<file path="src/rtl/gpio_irq_pkg.sv">
// rtl/gpio_irq_pkg.sv - register offsets and address-window constants for gpio_irq
package gpio_irq_pkg;

    localparam logic [4:0] OFF_IN      = 5'h00;
    localparam logic [4:0] OFF_OUT     = 5'h04;
    localparam logic [4:0] OFF_DIR     = 5'h08;
    localparam logic [4:0] OFF_SET     = 5'h0C;
    localparam logic [4:0] OFF_CLR     = 5'h10;
    localparam logic [4:0] OFF_RISE_EN = 5'h14;
    localparam logic [4:0] OFF_FALL_EN = 5'h18;
    localparam logic [4:0] OFF_STATUS  = 5'h1C;

    // Address bits [31:5] select the 32-byte register window.
    localparam int WIN_CMP_W = 27;

endpackage

</file>
<file path="src/rtl/gpio_edge_sync.sv">
// rtl/gpio_edge_sync.sv - pad input synchroniser chain with rise/fall edge detection
module gpio_edge_sync #(
    parameter int nrOfPins = 8,
    parameter int nrOfSync = 2
) (
    input  logic                clock,
    input  logic                reset,
    input  logic [nrOfPins-1:0] pinsIn,
    output logic [nrOfPins-1:0] syncIn,
    output logic [nrOfPins-1:0] rise,
    output logic [nrOfPins-1:0] fall
);

    logic [nrOfSync-1:0][nrOfPins-1:0] chain_q;
    logic [nrOfPins-1:0]               prev_q;

    always_ff @(posedge clock or negedge reset) begin
        if (!reset) begin
            chain_q <= '0;
            prev_q  <= '0;
        end else begin
            chain_q <= {chain_q[nrOfSync-2:0], pinsIn};
            prev_q  <= chain_q[nrOfSync-1];
        end
    end

    assign syncIn = chain_q[nrOfSync-1];
    assign rise   = syncIn & ~prev_q;
    assign fall   = ~syncIn & prev_q;

endmodule

</file>
<file path="src/rtl/gpio_irq.sv">
// rtl/gpio_irq.sv - bus-attached GPIO block with atomic set/clear and edge interrupts
module gpio_irq
    import gpio_irq_pkg::*;
#(
    parameter int          nrOfPins = 8,
    parameter int          nrOfSync = 2,
    parameter logic [31:0] Base     = 32'h40000000
) (
    input  logic                clock,
    input  logic                reset,
    input  logic [nrOfPins-1:0] pinsIn,
    output logic [nrOfPins-1:0] pinsOut,
    output logic [nrOfPins-1:0] pinsOutEnable,
    output logic                irqOut,
    input  logic                beginTransactionIn,
    input  logic                endTransactionIn,
    input  logic                readNotWriteIn,
    input  logic                dataValidIn,
    input  logic                busErrorIn,
    input  logic                busyIn,
    input  logic [31:0]         addressDataIn,
    input  logic [3:0]          byteEnablesIn,
    input  logic [7:0]          burstSizeIn,
    output logic                endTransactionOut,
    output logic                dataValidOut,
    output logic                busErrorOut,
    output logic [31:0]         addressDataOut
);

    logic [nrOfPins-1:0] sync_in, rise, fall;

    gpio_edge_sync #(
        .nrOfPins (nrOfPins),
        .nrOfSync (nrOfSync)
    ) u_edge_sync (
        .clock  (clock),
        .reset  (reset),
        .pinsIn (pinsIn),
        .syncIn (sync_in),
        .rise   (rise),
        .fall   (fall)
    );

    logic        rnw_q, active_q, first_q;
    logic [31:2] addr_q;
    logic [3:0]  be_q;
    logic [7:0]  burst_q;

    always_ff @(posedge clock or negedge reset) begin
        if (!reset) begin
            rnw_q    <= 1'b0;
            active_q <= 1'b0;
            first_q  <= 1'b0;
            addr_q   <= '0;
            be_q     <= '0;
            burst_q  <= '0;
        end else begin
            first_q <= beginTransactionIn;
            if (beginTransactionIn) begin
                rnw_q    <= readNotWriteIn;
                addr_q   <= addressDataIn[31:2];
                be_q     <= byteEnablesIn;
                burst_q  <= burstSizeIn;
                active_q <= 1'b1;
            end else if (endTransactionIn) begin
                active_q <= 1'b0;
            end
        end
    end

    logic                hit, legal, wr_en, rd_go;
    logic [4:0]          reg_off;
    logic [nrOfPins-1:0] wdata;

    assign hit         = addr_q[31:32-WIN_CMP_W] == Base[31:32-WIN_CMP_W];
    assign legal       = (be_q == 4'hF) && (burst_q == 8'd0);
    assign busErrorOut = hit & active_q & ~legal;
    assign wr_en       = active_q & ~rnw_q & hit & legal & dataValidIn;
    // Only the first active cycle launches a read; later cycles just hold it.
    assign rd_go       = first_q & active_q & rnw_q & hit & legal;
    assign reg_off     = {addr_q[4:2], 2'b00};
    assign wdata       = addressDataIn[nrOfPins-1:0];

    logic [nrOfPins-1:0] out_q, out_d, dir_q, dir_d;
    logic [nrOfPins-1:0] rise_en_q, rise_en_d, fall_en_q, fall_en_d;
    logic [nrOfPins-1:0] status_q, status_d, w1c;
    logic                irq_q;

    always_comb begin
        out_d     = out_q;
        dir_d     = dir_q;
        rise_en_d = rise_en_q;
        fall_en_d = fall_en_q;
        w1c       = '0;
        if (wr_en) begin
            case (reg_off)
                OFF_OUT:     out_d     = wdata;
                OFF_DIR:     dir_d     = wdata;
                OFF_SET:     out_d     = out_q | wdata;
                OFF_CLR:     out_d     = out_q & ~wdata;
                OFF_RISE_EN: rise_en_d = wdata;
                OFF_FALL_EN: fall_en_d = wdata;
                OFF_STATUS:  w1c       = wdata;
                default:     ;
            endcase
        end
        // New edges are ORed in after the clear so a coincident edge survives.
        status_d = (status_q & ~w1c) | (rise & rise_en_q) | (fall & fall_en_q);
    end

    always_ff @(posedge clock or negedge reset) begin
        if (!reset) begin
            out_q     <= '0;
            dir_q     <= '0;
            rise_en_q <= '0;
            fall_en_q <= '0;
            status_q  <= '0;
            irq_q     <= 1'b0;
        end else begin
            out_q     <= out_d;
            dir_q     <= dir_d;
            rise_en_q <= rise_en_d;
            fall_en_q <= fall_en_d;
            status_q  <= status_d;
            irq_q     <= |status_q;
        end
    end

    assign pinsOut       = out_q;
    assign pinsOutEnable = dir_q;
    assign irqOut        = irq_q;

    logic [nrOfPins-1:0] rd_val;

    always_comb begin
        rd_val = '0;
        case (reg_off)
            OFF_IN:      rd_val = sync_in;
            OFF_OUT:     rd_val = out_q;
            OFF_DIR:     rd_val = dir_q;
            OFF_RISE_EN: rd_val = rise_en_q;
            OFF_FALL_EN: rd_val = fall_en_q;
            OFF_STATUS:  rd_val = status_q;
            default:     rd_val = '0;
        endcase
    end

    logic        dv_q, dv_d, end_q, end_d, dv_hold;
    logic [31:0] rdata_q, rdata_d;

    always_comb begin
        dv_hold = dv_q & busyIn;
        dv_d    = rd_go | dv_hold;
        rdata_d = '0;
        if (rd_go) begin
            rdata_d = 32'(rd_val);
        end else if (dv_hold) begin
            rdata_d = rdata_q;
        end
        end_d = dv_q & ~busyIn;
    end

    always_ff @(posedge clock or negedge reset) begin
        if (!reset) begin
            dv_q    <= 1'b0;
            rdata_q <= '0;
            end_q   <= 1'b0;
        end else begin
            dv_q    <= dv_d;
            rdata_q <= rdata_d;
            end_q   <= end_d;
        end
    end

    assign dataValidOut      = dv_q;
    assign addressDataOut    = rdata_q;
    assign endTransactionOut = end_q;

    logic unused_bits;
    assign unused_bits = ^{busErrorIn, addressDataIn};

endmodule

</file>
<file path="config.mk">
export PLATFORM = sky130hd
export DESIGN_NAME = gpio_irq
export DESIGN_NICKNAME = d
export VERILOG_FILES = /design/src/rtl/gpio_irq_pkg.sv /design/src/rtl/gpio_edge_sync.sv /design/src/rtl/gpio_irq.sv
export SDC_FILE = /design/constraint.sdc
export NUM_CORES = 1
export LEC_CHECK = 0
export BUFFER_PORTS_ARGS = -buffer_cell sky130_fd_sc_hd__buf_2
export CELL_PAD_IN_SITES_DETAIL_PLACEMENT = 0
export CELL_PAD_IN_SITES_GLOBAL_PLACEMENT = 1
export CORE_ASPECT_RATIO = 0.6
export CORE_UTILIZATION = 45
export CTS_BUF_LIST = sky130_fd_sc_hd__clkbuf_4 sky130_fd_sc_hd__clkbuf_8
export DETAILED_ROUTE_END_ITERATION = 10
export HOLD_SLACK_MARGIN = 0.1
export PLACE_DENSITY = 0.78
export SKIP_LAST_GASP = 1
export SYNTH_ARGS = -nofsm -noshare
export SYNTH_HDL_FRONTEND = slang
export SYNTH_SLANG_ARGS = --single-unit
</file>
<file path="constraint.sdc">
create_clock -name clock -period 2.3 [get_ports clock]
set_input_delay 0.23 -clock clock [delete_from_list [all_inputs] [get_ports clock]]
set_output_delay 0.23 -clock clock [all_outputs]
set_load 0.005 [all_outputs]
</file>
==> Word-level counts from Yosys, hierarchy flattened <==
Cells that the tools add are included.
W data, S select, Z words.
{ "totals": {"reg_bits": 144, "input_bits": 60, "wordCells": 75} }
{ "classes": {"eq_ne": 10, "mux": 8, "bitwise": 29, "reduce_logical": 10} }
{ "op_table": {"columns": ["op", "count"], "rows": [
  ["$mux W32", 2],
  ["$and A8 B8 Y8", 6],
  ["$pmux W8 S6", 1],
  ["$not A8 Y8", 4],
  ["$eq A27 B26 Y1 const B", 1],
  ["$or A8 B8 Y8", 3],
  ["$pmux W8 S3", 1],
  ["$mux W8", 2],
  ["$and A1 B1 Y1", 12],
  ["$eq A3 B3 Y1 const B", 4],
  ["$logic_not A8 Y1", 1],
  ["$reduce_and A2 Y1", 4],
  ["$reduce_or A8 Y1", 1],
  ["$eq A3 B2 Y1 const B", 2],
  ["$logic_not A5 Y1", 1],
  ["$eq A4 B4 Y1 const B", 1],
  ["$eq A3 B1 Y1 const B", 1],
  ["$not A1 Y1", 3],
  ["$reduce_bool A3 Y1", 1],
  ["$mux W1", 2],
  ["$ne A2 B2 Y1 const B", 1],
  ["$reduce_bool A2 Y1", 1],
  ["$logic_and A1 B1 Y1", 1],
  ["$or A1 B1 Y1", 1]
]} }

==> Depth between registers and ports, before layout <==
{ "logic_depth": {"ltp_word": 10, "ltp_mapped": 7, "ltp_nobuf": 4} }

==> Cells and area by module <==
Synthesis repeated with hierarchy kept, for this count alone.
{ "unflattened": {"hier_cells": 434, "area_unflattened_um2": 5612.9} }
{ "modules_own_cells": {"columns": ["module", "instances", "cells_per_inst", "area_per_inst_um2", "seq_area_each_um2"], "rows": [
  ["gpio_irq", 1, 386, 4812.1, 2402.3],
  ["gpio_edge_sync", 1, 48, 800.8, 600.6]
]} }

==> Worst setup path before layout <==
No wires, ideal clock.
{ "synth_path": {"path_type": "reg-to-reg", "start": "register addr_q[6] (netlist name)", "end": "register fall_en_q[0]", "setup_ns": 0.125, "t_arrival_ns": 1.781, "t_required_ns": 2.175, "path_slack_ns": 0.394, "path_stages_with_launch": 6, "path_buffers": 1, "cell_sequence": "dfrtp_1 nor4b_2 nand4_1 or4_1 buf_6 mux2_4"} }
{ "synth_between": {"elab_chain_cells": 5} }
{ "synth_lines": {"columns": ["element", "line_no", "rtl"], "rows": [
  ["start: declaration", "gpio_irq.sv:45", "logic [31:2] addr_q;"],
  ["start signal: assignment", "gpio_irq.sv:61", "addr_q <= addressDataIn[31:2];"],
  ["$eq A27 B26 Y1", "gpio_irq.sv:75", "assign hit = addr_q[31:32-WIN_CMP_W] == Base[31:32-WIN_CMP_W];"],
  ["$and A1 B1 Y1 (3 in a row)", "gpio_irq.sv:78", "assign wr_en = active_q & ~rnw_q & hit & legal & dataValidIn;"],
  ["$reduce_and A2 Y1 (no line)", null, null],
  ["end signal: assignment", "gpio_irq.sv:123", "fall_en_q <= fall_en_d;"],
  ["end: declaration", "gpio_irq.sv:85", "logic [nrOfPins-1:0] rise_en_q, rise_en_d, fall_en_q, fall_en_d;"]
]} }
No other way between the ends.
A chain may end at the register's enable or synchronous reset.

==> Final worst setup path <==
{ "layout_path": {"start": "register addr_q[17] (netlist name)", "end": "register dir_q[7], in the netlist pinsOutEnable[7]"} }
{ "layout_between": {"elab_chain_cells": 5} }
{ "layout_lines": {"columns": ["element", "line_no", "rtl"], "rows": [
  ["$eq A27 B26 Y1", "gpio_irq.sv:75", null],
  ["$and A1 B1 Y1 (3 in a row)", "gpio_irq.sv:78", null],
  ["$reduce_and A2 Y1 (no line)", null, null],
  ["end signal: assignment", "gpio_irq.sv:121", "dir_q <= dir_d;"],
  ["end: declaration", "gpio_irq.sv:84", "logic [nrOfPins-1:0] out_q, out_d, dir_q, dir_d;"]
]} }
No other way between the ends.

==> impl_results.md <==
* Outcome: complete, no violations
* Total CTS buffers at 17
* Total track usage at 0.233
* Biggest register: addr_q
* CP max FO at 8
* Worst setup EP type: flop
* Clock Tree Root: clkbuf_8
* Fill cells at 939
* Multi-input gate area at 2250 µm²
* Slew @ Worst Pin at 662 ps
* Inst Count DP at 686
* WP data required at 2620 ps
* Initial Util at 0.474
* Hold Crit Class: in2reg
* DIE HEIGHT at 87.6 µm
* Worst vdd ir at 0.000319 V
* Number of max-cap violations at 0
* Max Clk Rate at 0.442 GHz
* Die Wd at 145 µm
* Final WS setup at 40.1 ps
* H-tree depth at 4
* Routed WL per cell at 17.7 µm
* Setup crit start kind: flop
* Worst-path clk slew at 70 ps
* GRT overflow at 0
* Clock latency on the worst-skew pair at 430 ps
* Routed Antenna Nets at 0
* Nets at 657
* Storage element area at 3000 µm²
* Synth Flop Type: dfrtp_1
* I/O Pins at 112
* First-pass GRT wire length at 21600 µm
* CTS tree: done
* Row count at 30
* # setup viols final at 0
* Initial antenna violation count at 0
* Most frequent CP cell: buf_4
* Die area at 12700 µm²
* Drt drc at 0
* PwrDens at 659 nW/µm²
* Pwr Total at 4.70 mW
* Post-route cell area at 7130 µm²
* DP HPWL at 9240 µm
* R2R setup slack at 40 ps
* Largest net degree at the start of global routing at 53
* Num Clock Sinks at 120
* Fraction of layout cells with a size suffix above 1 at 0.391
* DP Area at 6160 µm²
* Syn_area_per_cell at 12.6 µm²
* Pre-CTS setup slack at -2.56 ps
* Max reg flops at 30
* Fin crit period at 2260 ps
* Vias in the first global route at 4074
* Area delta synth->final at 29.7%
* Drt pass-1 iters at 5
* Tcrit/Tclk final at 0.983
* GPL Wtd Cong at 0.815
* Unique cell type count in the Yosys netlist at 47
* Fin cells at 769
* Ys async rst share at 1.00
* Slowest CP cell: or4_1
* Final Max Tran Viols at 0
* Yosys warnings at 0
* Core Area at 11600 µm²
* ANT cells at 0
* Detailed Route Iter0 Violations at 300
* Slew headroom at 0.559
* Crit-path cells: nor4_2 -> buf_4 -> nand3_1 -> buf_4 -> or4_1 -> buf_4 -> mux2_4
* Critical Path AT at 2580 ps
* Via count at 4027
* Final hold vios at 0
* Crit path kind: reg2reg
* Gate Count Post-Synth at 437
* RSZ-0062 raised after global routing: true
* Setup Skew at 9.50 ps
* Vias per cell at 5.24
* Post-synthesis sequential area ratio at 0.546
* Lkg Pwr at 3.29 nW
* Post-Syn Area at 5500 µm²
* IO buf count at 86
* Clock Path Buffers at 2
* Post-synth EDFFs at 0
* WL final at 13600 µm
* TNS Setup at 0 ps
* Slowest stage delay, CP at 560 ps
* Yosys reg bits at 120
## kinds of logic after synthesis
family                 Yosys count  synth area share
other                            1          0.000682
multiplexers                    77             0.174
flip-flops                     120             0.546
AO/OA/AOI/OAI                   72            0.0963
AND/OR/NAND/NOR                101             0.115
buffers and inverters           66            0.0671
## layout by cell type, fill, tap and decap left out, drive strengths merged, types with 2 or more instances in the layout
master	synthesis	routed
buf	40	122
dfrtp	120	120
mux2	67	67
dlygate4sd3	0	50
conb	1	24
clkbuf	14	22
nand2	18	18
o21ai	17	17
nand3	16	16
nor2b	13	13
or4	13	13
inv	12	12
a21o	9	9
o211ai	9	9
mux2i	9	9
o2bb2ai	9	9
nor4	9	9
nand3b	8	8
o41ai	7	7
nor2	5	5
clkinv	0	5
nor3b	4	4
a22o	4	4
or3b	4	4
a211oi	4	4
a21oi	3	3
nor4b	3	3
o22ai	2	2
a221o	2	2
a221oi	2	2
clkinvlp	0	2
bufinv	0	2
## where the power goes
group	internal [mW]	total, mW	switching [mW]
Clock	1.04	1.85	0.815
Sequential	2.22	2.32	0.0936
Combinational	0.275	0.523	0.247
## cells in the mapped netlist (2+ instances only)
cell       number  share of area
dfrtp_1       120           0.55
mux2_2         43          0.088
buf_4          24          0.033
mux2_4         24          0.066
nand2_1        18          0.012
o21ai_0        17          0.015
nand3_1        16          0.015
clkbuf_1       14         0.0096
nor2b_1        13          0.015
or4_1          13          0.018
inv_1          12         0.0082
a21o_1          9          0.012
mux2i_1         9          0.016
o211ai_1        9          0.012
o2bb2ai_1       9          0.014
nand3b_1        8          0.011
buf_2           7         0.0064
o41ai_1         7          0.011
buf_1           6         0.0041
nor4_1          6         0.0068
nor2_1          5         0.0034
a211oi_1        4         0.0055
a22o_1          4         0.0064
nor3b_1         4         0.0055
or3b_2          4         0.0064
a21oi_1         3         0.0027
buf_6           3         0.0061
nor4_2          3         0.0068
a221o_1         2         0.0036
a221oi_1        2         0.0032
nor4b_1         2         0.0032
o22ai_1         2         0.0023
## worst max-delay path: cells and delay by family, from the launching register on
kind / cells / cell delay, ps
AND/OR/NAND/NOR: 3 / 920
buffers and inverters: 3 / 540
flip-flops: 1 / 400
multiplexers: 1 / 300
## routing by layer
metal  GRT usage  vias up  part of all wire
li1            -     1867                 -
met5      0.0451        -                 0
met2       0.325      147              0.43
met1       0.337     1987              0.47
met4      0.0976        0             0.019
met3      0.0640       26             0.082
## area by class of cell
cell class	instances	area share
Tap cell	160	0.0281
Clock inverter	9	0.0140
Inverter	12	0.00632
Timing Repair Buffer	172	0.174
Sequential cell	120	0.421
Multi-Input combinational cell	274	0.316
Clock buffer	22	0.0398
## final timing paths
check | cells past startpoint | from | end
max | 7 | addr_q[17] | pinsOutEnable[7]
max in group asynchronous | 3 | reset | addr_q[14]
max reg2reg | 7 | addr_q[17] | pinsOutEnable[7]
min in group asynchronous | 2 | reset | u_edge_sync.prev_q[5]
min reg2reg | 0 | u_edge_sync.chain_q[0] | u_edge_sync.syncIn[0]
min | 3 | addressDataIn[1] | pinsOut[1]
## repair_timing
| action | 4_1_cts | 5_1_grt |
|---|---|---|
| hold buffers | 50 | 0 |
| endpoints found under the hold margin | 101 | 0 |
| gates cloned | 0 | 0 |
| gates resized for setup | 2 | 16 |
| setup buffers | 1 | 1 |
| setup endpoints to repair | 17 | 41 |
| pin swaps | 1 | 1 |
## stage by stage
stage / util / hold slack [ps]
2_1_floorplan: - / -65.6
3_3_place_gp: 0.531 / 307
3_5_place_dp: 0.531 / 312
4_1_cts: 0.609 / 100
5_1_grt: 0.615 / 117
6_report: 0.615 / 107
Power figures use the tool's default switching activity.
